--- config.mk ---
export PLATFORM = sky130hd
export DESIGN_NAME = seven_seg_scan_ctrl
export DESIGN_NICKNAME = d
export VERILOG_FILES = /design/src/rtl/seven_seg_pkg.sv /design/src/rtl/bcd_to_seven_seg.sv /design/src/rtl/seven_seg_scan_ctrl.sv
export SDC_FILE = /design/constraint.sdc
export NUM_CORES = 1
export LEC_CHECK = 0
export CORE_ASPECT_RATIO = 1.1
export CORE_MARGIN = 2
export CORE_UTILIZATION = 56
export DETAILED_ROUTE_END_ITERATION = 16
export GPL_TIMING_DRIVEN = 0
export PLACE_DENSITY = 0.89
export SYNTH_ARGS = -nofsm -noshare
export SYNTH_HDL_FRONTEND = slang
export SYNTH_SLANG_ARGS = --single-unit
--- constraint.sdc ---
create_clock -name clk -period 3.98 [get_ports clk]
set_input_delay 0.796 -clock clk [delete_from_list [all_inputs] [get_ports clk]]
set_output_delay 0.796 -clock clk [all_outputs]
set_load 0.005 [all_outputs]
--- src/rtl/seven_seg_pkg.sv ---
// Shared types and constants for the multiplexed seven-segment display controller.
// Segment patterns are active-low, bit order a..g = [6:0].
package seven_seg_pkg;

    typedef enum logic {
        BLANK = 1'b0,
        SHOW  = 1'b1
    } scan_state_e;

    localparam logic [6:0] SEG_OFF = 7'b111_1111;
    localparam logic [3:0] AN_OFF  = 4'b1111;

    localparam logic [6:0] SEG_TABLE [10] = '{
        7'b000_0001,  // 0
        7'b100_1111,  // 1
        7'b001_0010,  // 2
        7'b000_0110,  // 3
        7'b100_1100,  // 4
        7'b010_0100,  // 5
        7'b010_0000,  // 6
        7'b000_1111,  // 7
        7'b000_0000,  // 8
        7'b000_0100   // 9
    };

endpackage

--- src/rtl/bcd_to_seven_seg.sv ---
// Combinational BCD to active-low seven-segment decoder.
// Non-decimal codes 10..15 decode to a dark digit.
module bcd_to_seven_seg
    import seven_seg_pkg::*;
(
    input  logic [3:0] digit_i,
    output logic [6:0] seg_o
);

    always_comb begin
        seg_o = SEG_OFF;
        if (digit_i <= 4'd9) begin
            seg_o = SEG_TABLE[digit_i];
        end
    end

endmodule

--- src/rtl/seven_seg_scan_ctrl.sv ---
// Four-digit time-multiplexed seven-segment controller with blanking gaps
// between digits and frame-aligned data updates so the display never tears.
module seven_seg_scan_ctrl
    import seven_seg_pkg::*;
#(
    parameter int REFRESH_DIV  = 100_000,
    parameter int BLANK_CYCLES = 1_000
) (
    input  logic        clk,
    input  logic        reset,
    input  logic        load,
    input  logic [15:0] data_in,
    input  logic [3:0]  digit_en,
    output logic [6:0]  segments,
    output logic [3:0]  an,
    output logic        frame_done,
    output logic        busy
);

    localparam int MAX_CYCLES = (REFRESH_DIV > BLANK_CYCLES) ? REFRESH_DIV : BLANK_CYCLES;
    localparam int CW         = $clog2(MAX_CYCLES + 1);
    localparam logic [CW-1:0] SHOW_LAST  = CW'(REFRESH_DIV - 1);
    localparam logic [CW-1:0] BLANK_LAST = CW'(BLANK_CYCLES - 1);

    scan_state_e   state_q, state_d;
    logic [1:0]    idx_q, idx_d;
    logic [CW-1:0] cnt_q, cnt_d;
    logic          started_q, started_d;
    logic [15:0]   pendData_q, pendData_d;
    logic [3:0]    pendEn_q, pendEn_d;
    logic [15:0]   actData_q, actData_d;
    logic [3:0]    actEn_q, actEn_d;
    logic          busy_q, busy_d;
    logic [6:0]    seg_q, seg_d;
    logic [3:0]    an_q, an_d;
    logic          frameDone_q, frameDone_d;

    logic          blankEnd;
    logic          frameSwap;
    logic [3:0]    curDigit;
    logic [6:0]    curPattern;

    always_ff @(posedge clk) begin
        if (reset) begin
            state_q     <= BLANK;
            idx_q       <= 2'd0;
            cnt_q       <= '0;
            started_q   <= 1'b0;
            pendData_q  <= 16'h0000;
            pendEn_q    <= 4'b0000;
            actData_q   <= 16'h0000;
            actEn_q     <= 4'b0000;
            busy_q      <= 1'b0;
            seg_q       <= SEG_OFF;
            an_q        <= AN_OFF;
            frameDone_q <= 1'b0;
        end else begin
            state_q     <= state_d;
            idx_q       <= idx_d;
            cnt_q       <= cnt_d;
            started_q   <= started_d;
            pendData_q  <= pendData_d;
            pendEn_q    <= pendEn_d;
            actData_q   <= actData_d;
            actEn_q     <= actEn_d;
            busy_q      <= busy_d;
            seg_q       <= seg_d;
            an_q        <= an_d;
            frameDone_q <= frameDone_d;
        end
    end

    // Slot sequencing; the end of the initial blank is also a swap point so
    // a value loaded right after reset shows up in the very first digit-0 slot.
    always_comb begin
        blankEnd  = (state_q == BLANK) && (cnt_q == BLANK_LAST);
        frameSwap = blankEnd && (idx_q == 2'd0);

        state_d   = state_q;
        idx_d     = idx_q;
        cnt_d     = cnt_q + CW'(1);
        started_d = started_q;

        case (state_q)
            BLANK: begin
                if (blankEnd) begin
                    state_d = SHOW;
                    cnt_d   = '0;
                end
            end
            SHOW: begin
                started_d = 1'b1;
                if (cnt_q == SHOW_LAST) begin
                    state_d = BLANK;
                    cnt_d   = '0;
                    idx_d   = idx_q + 2'd1;
                end
            end
            default: ;
        endcase

        pendData_d = load ? data_in  : pendData_q;
        pendEn_d   = load ? digit_en : pendEn_q;
        actData_d  = actData_q;
        actEn_d    = actEn_q;
        busy_d     = busy_q;
        if (frameSwap) begin
            actData_d = load ? data_in  : pendData_q;
            actEn_d   = load ? digit_en : pendEn_q;
            busy_d    = 1'b0;
        end else if (load) begin
            busy_d = 1'b1;
        end
    end

    assign curDigit = actData_d[{idx_d, 2'b00} +: 4];

    bcd_to_seven_seg u_decoder (
        .digit_i (curDigit),
        .seg_o   (curPattern)
    );

    // Outputs are registered from the next-state values so pins line up with the state.
    always_comb begin
        seg_d = SEG_OFF;
        an_d  = AN_OFF;
        if ((state_d == SHOW) && actEn_d[idx_d]) begin
            seg_d = curPattern;
            an_d  = ~(4'b0001 << idx_d);
        end
        frameDone_d = (state_d == BLANK) && (idx_d == 2'd0) &&
                      (cnt_d == BLANK_LAST) && started_d;
    end

    assign segments   = seg_q;
    assign an         = an_q;
    assign frame_done = frameDone_q;
    assign busy       = busy_q;

endmodule

# Word level (Yosys, flattened, before mapping)
# Memory sizes are Yosys's and may differ from the RTL's. A register that Yosys moved wholly into a read port is not among the register bits.
# Index checks and enable logic that the tools add are counted.
[totals]
reg_bits = 67
rom_bits = 112
inputBits = 23
out_inout_bits = 13
elab_cells = 53
n_memories = 1
[op_classes]
n_addsub = 2
order_cmp = 2
eq_ne = 3
shifts = 2
muxes = 15
n_bitwise = 6
n_reduce_logical = 11
[mem_list]
columns = ["name", "depth", "width", "rd", "rd_ports_with_merged_regs", "wr", "line_no", "text"]
rows = [
  ["(no name shown)", 16, 7, 1, 1, 0, "bcd_to_seven_seg.sv:13", "seg_o = SEG_TABLE[digit_i];"],
]
[op_table]
columns = ["operator", "n"]
rows = [
  ["$eq 17x10->1 const B", 2],
  ["$mux 17", 2],
  ["$pmux 17 s2", 1],
  ["$mux 16", 2],
  ["$add 17x1->17 const B", 1],
  ["$eq 17x17->1 const B", 1],
  ["$shiftx 16x5->4", 1],
  ["$mux 4", 2],
  ["$logic_and 1x1->1", 6],
  ["$not 4->5", 1],
  ["$le 4x4->1 const B", 1],
  ["$logic_not 2->1", 2],
  ["$mux 1", 4],
  ["$mux 2", 2],
  ["$not 1->1", 4],
  ["$not 4->4", 1],
  ["$reduce_or 2->1", 2],
  ["$shl 1x2->4 const A", 1],
  ["$lt 2x3->1 const B", 1],
  ["$reduce_or 3->1", 1],
  ["$add 2x1->2 const B", 1],
  ["$bmux 1 s2", 1],
  ["$pmux 1 s2", 1],
]

# Logic depth before layout (Yosys ltp)
[logic_depth]
word_depth = 9
ltp_mapped = 13
mapped_depth_nobuf = 11

# Cells and area by module
# From an unflattened synthesis, not the netlist that was laid out.
[hier_totals]
cells_unflattened = 415
hier_area_um2 = 3663.5
[modules_own_cells]
columns = ["module", "instances", "cells_per_inst", "area_each_um2", "seq_area_each_um2"]
rows = [
  ["seven_seg_scan_ctrl", 1, 385, 3455.8, 1481.4],
  ["bcd_to_seven_seg", 1, 30, 207.7, 0.0],
]

# Least setup slack after synthesis
# OpenSTA, ideal clock, no wires.
[synth_timing]
kind = "input-to-reg"
start = "input port load"
end = "register seg_q[3] (netlist: segments[3])"
setup_ps = 139
arrival_ps = 3100
required_ps = 3841
path_slack_ps = 741
path_stages = 9
n_path_buf = 2
cell_sequence = "buf_1 > buf_1 > mux2i_1 > o21ai_0 > a2111oi_4 > ha_1 > nor2_1 > o21ai_4 > o311ai_2"
[synth_between]
elab_chain_cells = 7
elab_cells_between_ends = 13
classes_between = "order compare (1); shift (1); mux (6); bitwise (3); reduce/logical (2)"
[synth_lines]
columns = ["element", "line_no", "text"]
rows = [
  ["start: declaration", "seven_seg_scan_ctrl.sv:11", "input logic load,"],
  ["parallel branches: the longest is 7 deep, another holds $le 4x4->1", "--", ""],
  ["end: declaration", "seven_seg_scan_ctrl.sv:34", "logic [6:0] seg_q, seg_d;"],
]
# Parallel ways; which one is timed is not known. The select of a mux whose other input is x is not followed.
# A chain may end at the register's enable or synchronous reset.

# Worst setup path in the final report
# Ends and elaborated chain as after synthesis.

==> run_summary.xml <==
<?xml version="1.0" encoding="UTF-8"?>
<metrics>
  <group name="outcome">
    <metric name="run_status" unit="">completed</metric>
  </group>
  <group name="logic_synthesis">
    <metric name="average_cell_area_after_synthesis" unit="µm²">9.164</metric>
    <metric name="synth_top_family_by_area" unit="">simple AND/OR/NAND/NOR gates</metric>
    <metric name="area_share_of_xor_xnor_cells_in_the_synthesized_design" unit="">0.04575</metric>
    <metric name="synthesis.nets" unit="">406</metric>
    <metric name="ys_seq_area_frac" unit="">0.4299</metric>
    <metric name="complex_gate_fraction_of_the_synthesized_area" unit="">0.1481</metric>
    <metric name="synthFlopType" unit="">sky130_fd_sc_hd__dfxtp_1</metric>
    <metric name="synth_cell_type_count" unit="">62</metric>
    <metric name="synth_cells" unit="">376</metric>
    <metric name="yosys.area_share.simple" unit="">0.2288</metric>
    <metric name="synthAdderAreaFrac" unit="">0.02542</metric>
    <metric name="synth_mux_area_frac" unit="">0.07952</metric>
    <metric name="synth_warnings" unit="">0</metric>
    <metric name="synth_edf_count" unit="">0</metric>
    <metric name="netlist_area" unit="mm²">0.003446</metric>
    <metric name="ys_async_sr_fraction" unit="">0</metric>
    <metric name="ys_seq_elements" unit="">74</metric>
  </group>
  <group name="layout">
    <metric name="finalNonFillerCells" unit="">503</metric>
    <metric name="insertedDiodeCount" unit="">0</metric>
    <metric name="final_nets" unit="">451</metric>
    <metric name="drive_above_1_share" unit="">0.09155</metric>
    <metric name="syn_to_final_growth" unit="%">18.88</metric>
    <metric name="finalInstanceArea" unit="mm²">0.004096</metric>
    <metric name="utilization" unit="">0.7012</metric>
  </group>
  <group name="sta">
    <metric name="timing.setup.tns" unit="ns">0</metric>
    <metric name="timing.final.crit_period" unit="ns">3.552</metric>
    <metric name="min_period_over_period" unit="">0.8926</metric>
    <metric name="unrepaired_setup_endpoints_after_global_routing" unit="">no</metric>
    <metric name="worst_clock_skew" unit="ns">0.01027</metric>
    <metric name="maxSlewHeadroom" unit="">0.4644</metric>
    <metric name="final_critical_path_setup_slack" unit="ns">0.4276</metric>
    <metric name="hold_viol" unit="">0</metric>
    <metric name="timing_worst_slew_pin_value" unit="ns">0.7973</metric>
    <metric name="final_hold_slack" unit="ns">0.4698</metric>
    <metric name="max_freq" unit="GHz">0.2815</metric>
    <metric name="final-setup-viol-count" unit="">0</metric>
    <metric name="slew_limit_fails" unit="">0</metric>
  </group>
  <group name="floorplan">
    <metric name="die_area" unit="mm²">0.006797</metric>
    <metric name="die_h" unit="µm">86.27</metric>
    <metric name="die_width" unit="µm">78.79</metric>
    <metric name="effective_utilization_at_floorplan" unit="">0.5898</metric>
    <metric name="placement_rows" unit="">29</metric>
    <metric name="io_pins" unit="">36</metric>
    <metric name="design.core.area" unit="mm²">0.005842</metric>
  </group>
  <group name="grt">
    <metric name="grtUsageTotal" unit="">0.2516</metric>
    <metric name="antenna_violations_before_repair" unit="">0</metric>
    <metric name="grt_overflow_total" unit="">0</metric>
    <metric name="maximum_number_of_pins_on_one_net_before_global_route_repair" unit="">14</metric>
    <metric name="first_global_vias" unit="">3014</metric>
    <metric name="grt_first_pass_wirelength" unit="µm">13400</metric>
  </group>
  <group name="critical_path">
    <metric name="regToRegStartpoint" unit="">cnt_q[15]</metric>
    <metric name="regToRegEndpoint" unit="">segments[6]</metric>
    <metric name="critPathKind" unit="">input pin to register</metric>
    <metric name="worst-r2r-setup-slack" unit="ns">0.44</metric>
    <metric name="worst_setup_path_end_kind" unit="">register</metric>
    <metric name="ff2ff_path_depth" unit="">11</metric>
    <metric name="critPathArrivalTime" unit="ns">3.78</metric>
    <metric name="worst-endpoint-required" unit="ns">4.21</metric>
    <metric name="critPathLaunchType" unit="">input pin</metric>
    <metric name="worstPathMaxFanout" unit="">10</metric>
  </group>
  <group name="placed_design">
    <metric name="place_area" unit="mm²">0.003882</metric>
    <metric name="port_buffers" unit="">34</metric>
    <metric name="place_inst" unit="">487</metric>
    <metric name="detailedPlace.worstSlack" unit="ns">-0.3668</metric>
    <metric name="gp_congestion" unit="">0.8829</metric>
    <metric name="dp_hpwl" unit="µm">5830</metric>
  </group>
  <group name="drt">
    <metric name="drt_pre_antenna_iters" unit="">5</metric>
    <metric name="route.detailed.vias_per_inst" unit="">5.911</metric>
    <metric name="antenna_left" unit="">0</metric>
    <metric name="remaining_drc_errors" unit="">0</metric>
    <metric name="num_vias" unit="">2973</metric>
    <metric name="routed_wl" unit="µm">7949</metric>
    <metric name="drt_iter0_drc" unit="">189</metric>
    <metric name="average_detailed_routed_wire_length_per_instance" unit="µm">15.80</metric>
  </group>
  <group name="clocking">
    <metric name="numClockSinks" unit="">74</metric>
    <metric name="post_cts.repair.setup_buffers" unit="">0</metric>
    <metric name="cts_tree" unit="">built</metric>
    <metric name="tritoncts_buffers" unit="">9</metric>
    <metric name="clkTransAtPathRegs" unit="ns">0.08</metric>
    <metric name="clock_insertion_delay_worst_skew" unit="ns">0.36</metric>
    <metric name="number_of_buffers_on_the_longest_clock_path" unit="">2</metric>
    <metric name="cts_root_buffer" unit="">sky130_fd_sc_hd__clkbuf_8</metric>
    <metric name="h-tree-depth" unit="">3</metric>
  </group>
  <group name="power">
    <metric name="post-layout-total-power" unit="mW">1.452</metric>
    <metric name="p_per_area" unit="mW/mm²">354.3</metric>
    <metric name="leakage" unit="nW">1.561</metric>
    <metric name="worst_ir_drop_vdd" unit="mV">0.2188</metric>
  </group>
  <group name="run">
    <metric name="drv_cap" unit="">0</metric>
  </group>
  <group name="hold_path">
    <metric name="worstHoldStart" unit="">cnt_q[0]</metric>
    <metric name="min-delay-path-class" unit="">register to register</metric>
    <metric name="min_to" unit="">cnt_q[0]</metric>
    <metric name="holdPathStages" unit="">1</metric>
  </group>
</metrics>
-- layer usage --
metal,vias to the layer above,track usage,routed length [µm]
met1,1412,0.2725,3194
met5,-,0,0
met2,105,0.4553,4044
met4,0,0.1228,228
met3,27,0.06354,481
li1,1429,-,-
-- cell usage after synthesis (8+ instances only) --
library cell	count	area [µm²]
sky130_fd_sc_hd__nor2_1	66	247.7
sky130_fd_sc_hd__dfxtp_1	74	1481
sky130_fd_sc_hd__inv_1	8	30.03
sky130_fd_sc_hd__xnor2_1	10	87.58
sky130_fd_sc_hd__xor2_1	8	70.07
sky130_fd_sc_hd__nand4_1	10	62.56
sky130_fd_sc_hd__mux2i_1	24	240.2
sky130_fd_sc_hd__nor3_1	11	55.05
sky130_fd_sc_hd__clkbuf_1	13	48.80
sky130_fd_sc_hd__nand3_1	11	55.05
sky130_fd_sc_hd__a21oi_1	11	55.05
sky130_fd_sc_hd__or3_1	8	50.05
sky130_fd_sc_hd__nand2_1	9	33.78
-- worst max path at each step --
stage / startpoint / end / depth (start not counted) / slack (ns)
after floorplan: load / segments[3] / 9 / 0.74
after global placement: load / segments[3] / 10 / -0.21
after detailed placement: load / segments[3] / 10 / -0.37
after CTS: load / segments[3] / 10 / 0.001
after global routing: cnt_q[14] / segments[3] / 12 / 0.16
final: load / segments[3] / 10 / 0.43
-- critical path, cell delays in order --
cell	delay, ns
sky130_fd_sc_hd__clkdlybuf4s50_1	0.54
sky130_fd_sc_hd__clkbuf_2	0.32
sky130_fd_sc_hd__clkbuf_2	0.36
sky130_fd_sc_hd__mux2i_1	0.30
sky130_fd_sc_hd__o21ai_0	0.20
sky130_fd_sc_hd__a2111oi_4	0.50
sky130_fd_sc_hd__ha_1	0.28
sky130_fd_sc_hd__nor2_1	0.10
sky130_fd_sc_hd__o21ai_4	0.23
sky130_fd_sc_hd__o311ai_2	0.14
-- final cells by class --
| class | count | area (µm²) |
|---|---|---|
| buffer | 23 | 118.9 |
| clock inverter | 5 | 60.06 |
| tap | 77 | 96.34 |
| sequential | 74 | 1481 |
| timing repair buffer | 34 | 340.3 |
| inverter | 8 | 30.03 |
| fill | 431 | 1745 |
| clock buffer | 11 | 151.4 |
| multi-input combinational | 271 | 1818 |
-- power breakdown --
group          switching, mW  internal, mW  total [mW]
clock                  0.288         0.327       0.615
combinational         0.0379        0.0383      0.0762
sequential           0.00503         0.755       0.760
total                  0.331          1.12        1.45
-- placed cells by master, fill, tap and decap left out, types with 6 or more instances in the layout --
master	n
sky130_fd_sc_hd__mux2i_1	24
sky130_fd_sc_hd__and3_1	7
sky130_fd_sc_hd__a22oi_1	6
sky130_fd_sc_hd__a21boi_0	7
sky130_fd_sc_hd__clkbuf_1	13
sky130_fd_sc_hd__dfxtp_1	74
sky130_fd_sc_hd__nand2_1	9
sky130_fd_sc_hd__or3_1	8
sky130_fd_sc_hd__clkdlybuf4s50_1	34
sky130_fd_sc_hd__a21oi_1	11
sky130_fd_sc_hd__nand4_1	10
sky130_fd_sc_hd__inv_1	8
sky130_fd_sc_hd__o21ai_1	6
sky130_fd_sc_hd__nor2_1	66
sky130_fd_sc_hd__clkbuf_8	11
sky130_fd_sc_hd__o21ai_0	7
sky130_fd_sc_hd__nor2b_1	6
sky130_fd_sc_hd__nand3_1	11
sky130_fd_sc_hd__ha_1	7
sky130_fd_sc_hd__nor3_1	11
sky130_fd_sc_hd__xor2_1	8
sky130_fd_sc_hd__xnor2_1	10
-- state kept, by name (all words and copies together), names as in the netlist, 2 cells and up --
name,count
segments,7
cnt_q,17
pendData_q,16
pendEn_q,4
idx_q,2
an,4
actEn_q,4
actData_q,16
-- cell families after synthesis --
logic type,after synthesis
xor gates and xnor gates,18
AOI/OAI and AO/OA,67
adders and majority gates,7
muxes,27
buffers and inverters,31
DFF,74
and+or+nand+nor,152
-- timing repair --
item	CTS	global route
hold buffers	0	0
endpoints found under the setup margin	0	7
resized for setup	0	2
(Power assumes the default switching activity.)
